==> config.mk <==
export PLATFORM = sky130hd
export DESIGN_NAME = cbuf_write_arbiter
export DESIGN_NICKNAME = d
export VERILOG_FILES = /design/src/rtl/cbuf_write_arbiter.sv
export SDC_FILE = /design/constraint.sdc
export NUM_CORES = 1
export LEC_CHECK = 0
export ABC_CLOCK_PERIOD_IN_PS = 5350
export BUFFER_PORTS_ARGS = -buffer_cell sky130_fd_sc_hd__buf_4
export CAP_MARGIN = 25
export CORE_ASPECT_RATIO = 1.2
export CORE_UTILIZATION = 38
export CTS_CLUSTER_SIZE = 14
export DETAILED_ROUTE_END_ITERATION = 12
export PLACE_DENSITY = 0.84
export SKIP_CTS_REPAIR_TIMING = 1
export SYNTH_ARGS = -nofsm -noshare
export SYNTH_HDL_FRONTEND = slang
export SYNTH_SLANG_ARGS = --single-unit
==> constraint.sdc <==
create_clock -name clk -period 5.35 [get_ports clk]
set_clock_uncertainty 0.05 [all_clocks]
set_input_delay 1.07 -clock clk [delete_from_list [all_inputs] [get_ports clk]]
set_output_delay 1.07 -clock clk [all_outputs]
set_load 0.01 [all_outputs]
==> src/rtl/cbuf_write_arbiter.sv <==
// Round-robin arbiter sharing one circular_buffer write port between two
// producers. Each grant lasts up to BURST accepted beats. Writes are throttled
// by buf_ready, and the port passes straight to the other requester on release.
module cbuf_write_arbiter #(
    parameter int unsigned BITS      = 16,
    parameter int unsigned PAR_WRITE = 1,
    parameter int unsigned BURST     = 4
) (
    input  logic                      clk,
    input  logic                      rst,
    input  logic                      req0,
    input  logic [BITS*PAR_WRITE-1:0] din0,
    output logic                      ack0,
    input  logic                      req1,
    input  logic [BITS*PAR_WRITE-1:0] din1,
    output logic                      ack1,
    input  logic                      buf_ready,
    output logic                      buf_write_en,
    output logic [BITS*PAR_WRITE-1:0] buf_din,
    output logic [1:0]                grant,
    output logic                      busy
);

    localparam int unsigned CNT_W = (BURST > 1) ? $clog2(BURST) : 1;
    localparam logic [CNT_W-1:0] CNT_LAST = CNT_W'(BURST - 1);

    typedef enum logic [1:0] {
        IDLE   = 2'd0,
        SERVE0 = 2'd1,
        SERVE1 = 2'd2
    } state_t;

    state_t           state;
    state_t           state_n;
    logic             prio;
    logic             prio_n;
    logic [CNT_W-1:0] cnt;
    logic [CNT_W-1:0] cnt_n;
    logic             own_req;
    logic             oth_req;
    logic             accept;

    // State, round-robin pointer and burst counter registers
    always_ff @(posedge clk or negedge rst) begin
        if (!rst) begin
            state <= IDLE;
            prio  <= 1'b0;
            cnt   <= '0;
        end else begin
            state <= state_n;
            prio  <= prio_n;
            cnt   <= cnt_n;
        end
    end

    // Next state: arbitration in IDLE, burst counting and release while serving
    always_comb begin
        state_n = state;
        prio_n  = prio;
        cnt_n   = cnt;
        own_req = 1'b0;
        oth_req = 1'b0;
        accept  = 1'b0;
        case (state)
            IDLE: begin
                if (req0 && (!req1 || !prio)) begin
                    state_n = SERVE0;
                end else if (req1) begin
                    state_n = SERVE1;
                end
            end
            SERVE0, SERVE1: begin
                own_req = (state == SERVE1) ? req1 : req0;
                oth_req = (state == SERVE1) ? req0 : req1;
                accept  = own_req & buf_ready;
                if (!own_req || (accept && (cnt == CNT_LAST))) begin
                    // Release: hand the port straight over if the other side waits
                    cnt_n  = '0;
                    prio_n = (state == SERVE0);
                    if (oth_req) begin
                        state_n = (state == SERVE0) ? SERVE1 : SERVE0;
                    end else if (own_req) begin
                        state_n = state;
                    end else begin
                        state_n = IDLE;
                    end
                end else if (accept) begin
                    cnt_n = cnt + CNT_W'(1);
                end
            end
            default: begin
                state_n = IDLE;
            end
        endcase
    end

    // Outputs follow the owner combinationally so a stall blocks the write in the same cycle
    always_comb begin
        grant        = 2'b00;
        busy         = 1'b0;
        ack0         = 1'b0;
        ack1         = 1'b0;
        buf_write_en = 1'b0;
        buf_din      = '0;
        case (state)
            SERVE0: begin
                grant        = 2'b01;
                busy         = 1'b1;
                ack0         = req0 & buf_ready;
                buf_write_en = req0 & buf_ready;
                buf_din      = din0;
            end
            SERVE1: begin
                grant        = 2'b10;
                busy         = 1'b1;
                ack1         = req1 & buf_ready;
                buf_write_en = req1 & buf_ready;
                buf_din      = din1;
            end
            default: begin
                grant = 2'b00;
            end
        endcase
    end

endmodule
==> impl.org <==
** Synthesis
- Mean post-synth cell area :: 9.46 µm²
- During synthesis, Yosys emitted a total of 0 warnings.
- Synthesis produced a netlist whose cell count is 64.
- Distinct cell type count of the synthesized netlist :: 29
- Library cell with the largest summed area after synthesis :: a22o_1
- Xor-xnor portion of the synthesized cell area :: 0
- The synthesized design contains 5 register bits.
- Share of synthesized area spent on multiplexers :: 0.0971
- When the netlist entered floorplanning its net count stood at approximately 110.
- Of the total synthesized cell area, the portion taken by AND, OR, NAND and NOR gates is 0.114.
- The share of synthesized area in the top cell type comes to 0.231.
- Of the synthesized area, sequential elements account for 0.207.
- The post-synthesis compound-gate area fraction came to 0.382.
- The synthesized netlist occupies a cell area of a little over 600 µm².
- By area the synthesized netlist is led by a22o_1 (23%), dfrtp_1 (21%), ha_1 (12%).
- Adder-Cell Fraction of Synth Area :: 0.124
- Dominant combinational cell family by area after synthesis :: compound AO/OA/AOI/OAI gates

** Job
- Max-cap violation count :: 0

** Layout
- Number of fill cells :: roughly 110
- Once layout is complete, the cells apart from fillers number approximately 140.
- Antenna fix cells :: 0
- For this run, the post-layout net count is between 150 and 200.
- Area added between synthesis and finish :: 74.6%
- Share of layout cells above drive strength 1 :: 0.570

** Timing
- Setup violations remaining at the end of the flow were counted as 0.
- In the finished design, the share of the clock period the worst path needs comes to 0.598.
- Hold Fails Final Rpt :: 0
- Setup total negative slack on the finished layout was measured at 0 ns.
- FMAX :: 312 MHz
- At the pin with the least slew margin, the transition time is 0.546 ns.
- Clock period minus final worst setup slack :: between 3 and 4 ns
- Headroom to the max-slew limit :: 0.636
- Setup repair after global routing left no endpoint under its margin.
- The final max-slew violation count came to 0.

** Route
- Final WL :: 1990 µm
- The detail route stage leaves a number of antenna-violating nets equal to 0.
- The first routing iteration left 6 violations.
- After detailed routing, the average wire length per cell comes to 14.4 µm.
- The first TritonRoute pass finished after 4 iterations.
- Summing over every cut layer, the via total after detailed routing is 756.
- In the routed design, unresolved DRC markers number 0.
- In the routed layout, each cell is associated on average with a via count of 5.48.

** Global routing
- Global-route wire length before repair :: 2720 µm
- Number of global-route vias before repair :: 649
- Maximum number of pins on one net before global-route repair :: 18
- In the global route stage, overall resource usage came out at 0.224.
- Remaining Overflow, GRT :: 0
- Number of antenna violations at the first check in global routing :: 0

** Floorplan
- Overall die area :: 0.00176 mm²
- After floorplanning, the core was sized to cover 0.00146 mm².
- Die extent in y :: 45.7 µm
- Die width :: 38.4 µm
- Cell row count :: 15
- Top-level port count :: 59
- For this configuration, the core starts out at a cell density of 0.414.

** Setup path
- Counting both buffers and inverters, the worst setup path holds a total of 2.
- The worst setup path is launched from a flip-flop.
- Critical path cell sequence :: inv_1 -> ha_1 -> and2_1 -> a22o_1 -> buf_4
- The critical path is of the reg -> out type.
- Required time of the worst setup path :: 4.23 ns
- Crit. End Element :: primary output
- Stage delay of the slowest cell on the critical path :: 0.53 ns
- Arr. time, crit path :: 2.08 ns
- Worst Path Max Fanout :: 17
- Among all stages on the critical path, the largest delay is contributed by and2_1.
- Grouping stages by cell kind, the critical path spends the most delay in simple AND/OR/NAND/NOR gates.

** Power
- Of the total power, registers draw 0.147.
- The worst-case IR drop observed on VDD is 0.310 mV.
- Of the total power, the share spent switching nets is 0.426.
- The share of total power dissipated in the clock network is 0.092.
- Internal Pwr Total :: about 0.26 mW
- Static leakage :: 0.563 nW
- Switching Power :: 0.197 mW
- Of the total power, combinational logic draws 0.761.
- Power spread over the standard cell area amounts to 436 mW/mm².

** Clocking
- Clock tree synthesis selected as its root buffer the cell clkbuf_4.
- Number of levels in the clock H-tree :: 1
- # clock sinks :: 5
- The later pin in the worst-skew pair is clocked with a latency of ~0.24 ns.
- TritonCTS Buffers :: 3
- Clk pin slew, worst setup/hold paths :: approximately 0.04 ns
- The clock passes through at most 2 buffers.
- TritonCTS built the clock tree.

** Placement
- In this run, placement finished with an instance count of 134.
- Placed wire-length estimate after detailed placement :: around 1600 µm
- The count of buffers added on input and output ports is 58.
- GP Congestion :: 0.693

** Min path
- The worst hold path belongs to the class reg -> reg.

** Status
- The flow ran to the end, and the final reports show no timing, DRC or antenna violations.
logic make-up after synthesis:
kind of cell	after synthesis
muxes	5
adders and majority gates	6
buffers and inverters	9
AOI/OAI and AO/OA	27
and+or+nand+nor	12
DFF	5
area by class of cell:
class | instances | area [µm²] | share of cell area
Clock buffer | 4 | 26.3 | 0.0249
Inverter | 4 | 15.0 | 0.0142
Multi-Input combinational cell | 50 | 434 | 0.411
Sequential cell | 5 | 125 | 0.118
Tap cell | 17 | 21.3 | 0.0201
Timing Repair Buffer | 58 | 435 | 0.412
layout by cell type, fill, tap and decap left out, types with 2 or more instances in the layout:
cell type / netlist / routed
nor2_1: 2 / 2
o21ai_0: 2 / 2
buf_4: 1 / 58
nand2_1: 2 / 2
nand3b_1: 2 / 2
clkbuf_4: 0 / 3
and2_1: 2 / 2
dfrtp_1: 5 / 5
a22o_1: 16 / 16
ha_1: 6 / 6
mux2_2: 2 / 2
inv_1: 4 / 4
mux2_1: 2 / 2
power groups by stage:
stage          combinational (mW)  clock, mW  sequential [mW]
2_1_floorplan               0.227          0           0.0650
3_3_place_gp                0.342          0           0.0665
3_5_place_dp                0.349          0           0.0684
4_1_cts                     0.352     0.0451           0.0680
5_1_grt                     0.380     0.0459           0.0702
6_report                    0.351     0.0424           0.0680
final timing paths:
path                       slack, ns      from  cells past startpoint          end
hold / removal                  0.45    cnt[0]                      1       cnt[0]
hold reg to reg                 0.45    cnt[0]                      1       cnt[0]
max in group asynchronous       4.57       rst                      1     state[1]
setup reg to reg                3.24  state[0]                      6     state[1]
min in group asynchronous       0.57       rst                      1         prio
setup / recovery                2.15  state[0]                      5  buf_din[13]
through the flow:
| step | util | hold WS [ns] | cell area, µm² | worst slack, ns | power [mW] |
|---|---|---|---|---|---|
| 2_1_floorplan | - | 0.408 | 606 | 2.52 | 0.292 |
| 3_3_place_gp | 0.704 | 0.429 | 1030 | 2.48 | 0.409 |
| 3_5_place_dp | 0.704 | 0.449 | 1030 | 2.41 | 0.417 |
| 4_1_cts | 0.722 | 0.455 | 1060 | 2.13 | 0.465 |
| 5_1_grt | 0.722 | 0.480 | 1060 | 2.02 | 0.496 |
| 6_report | 0.722 | 0.452 | 1060 | 2.15 | 0.461 |
sequential cells by signal, summed over array words and instances, names as in the netlist:
signal and count:
prio 1, state 2, cnt 2
worst reg2reg max path, cell delays in order (launching register included):
cell     delay (ns)
dfrtp_1        0.39
inv_1          0.10
ha_1           0.44
and2_1         0.39
a22oi_1        0.27
nor2_1         0.06
mux2_1         0.29
Yosys cell counts:
master	instances
a21bo_2	1
a21oi_1	1
a22o_1	16
a22oi_1	1
a22oi_2	1
a41oi_2	1
and2_1	2
and2_2	1
and3_1	1
and3_2	1
buf_2	1
buf_4	1
buf_6	1
clkbuf_1	2
dfrtp_1	5
ha_1	6
inv_1	4
mux2_1	2
mux2_2	2
mux2i_2	1
nand2_1	2
nand3_1	1
nand3b_1	2
nor2_1	2
o21a_1	1
o21ai_0	2
o22a_1	1
o22ai_1	1
o31ai_1	1
metal layers:
metal / wire (µm) / track usage
met3: 209 / 0.0637
met2: 1090 / 0.427
met4: 0 / 0.103
met5: 0 / 0
met1: 696 / 0.215
No activity file was read; power rests on OpenSTA's default activity.
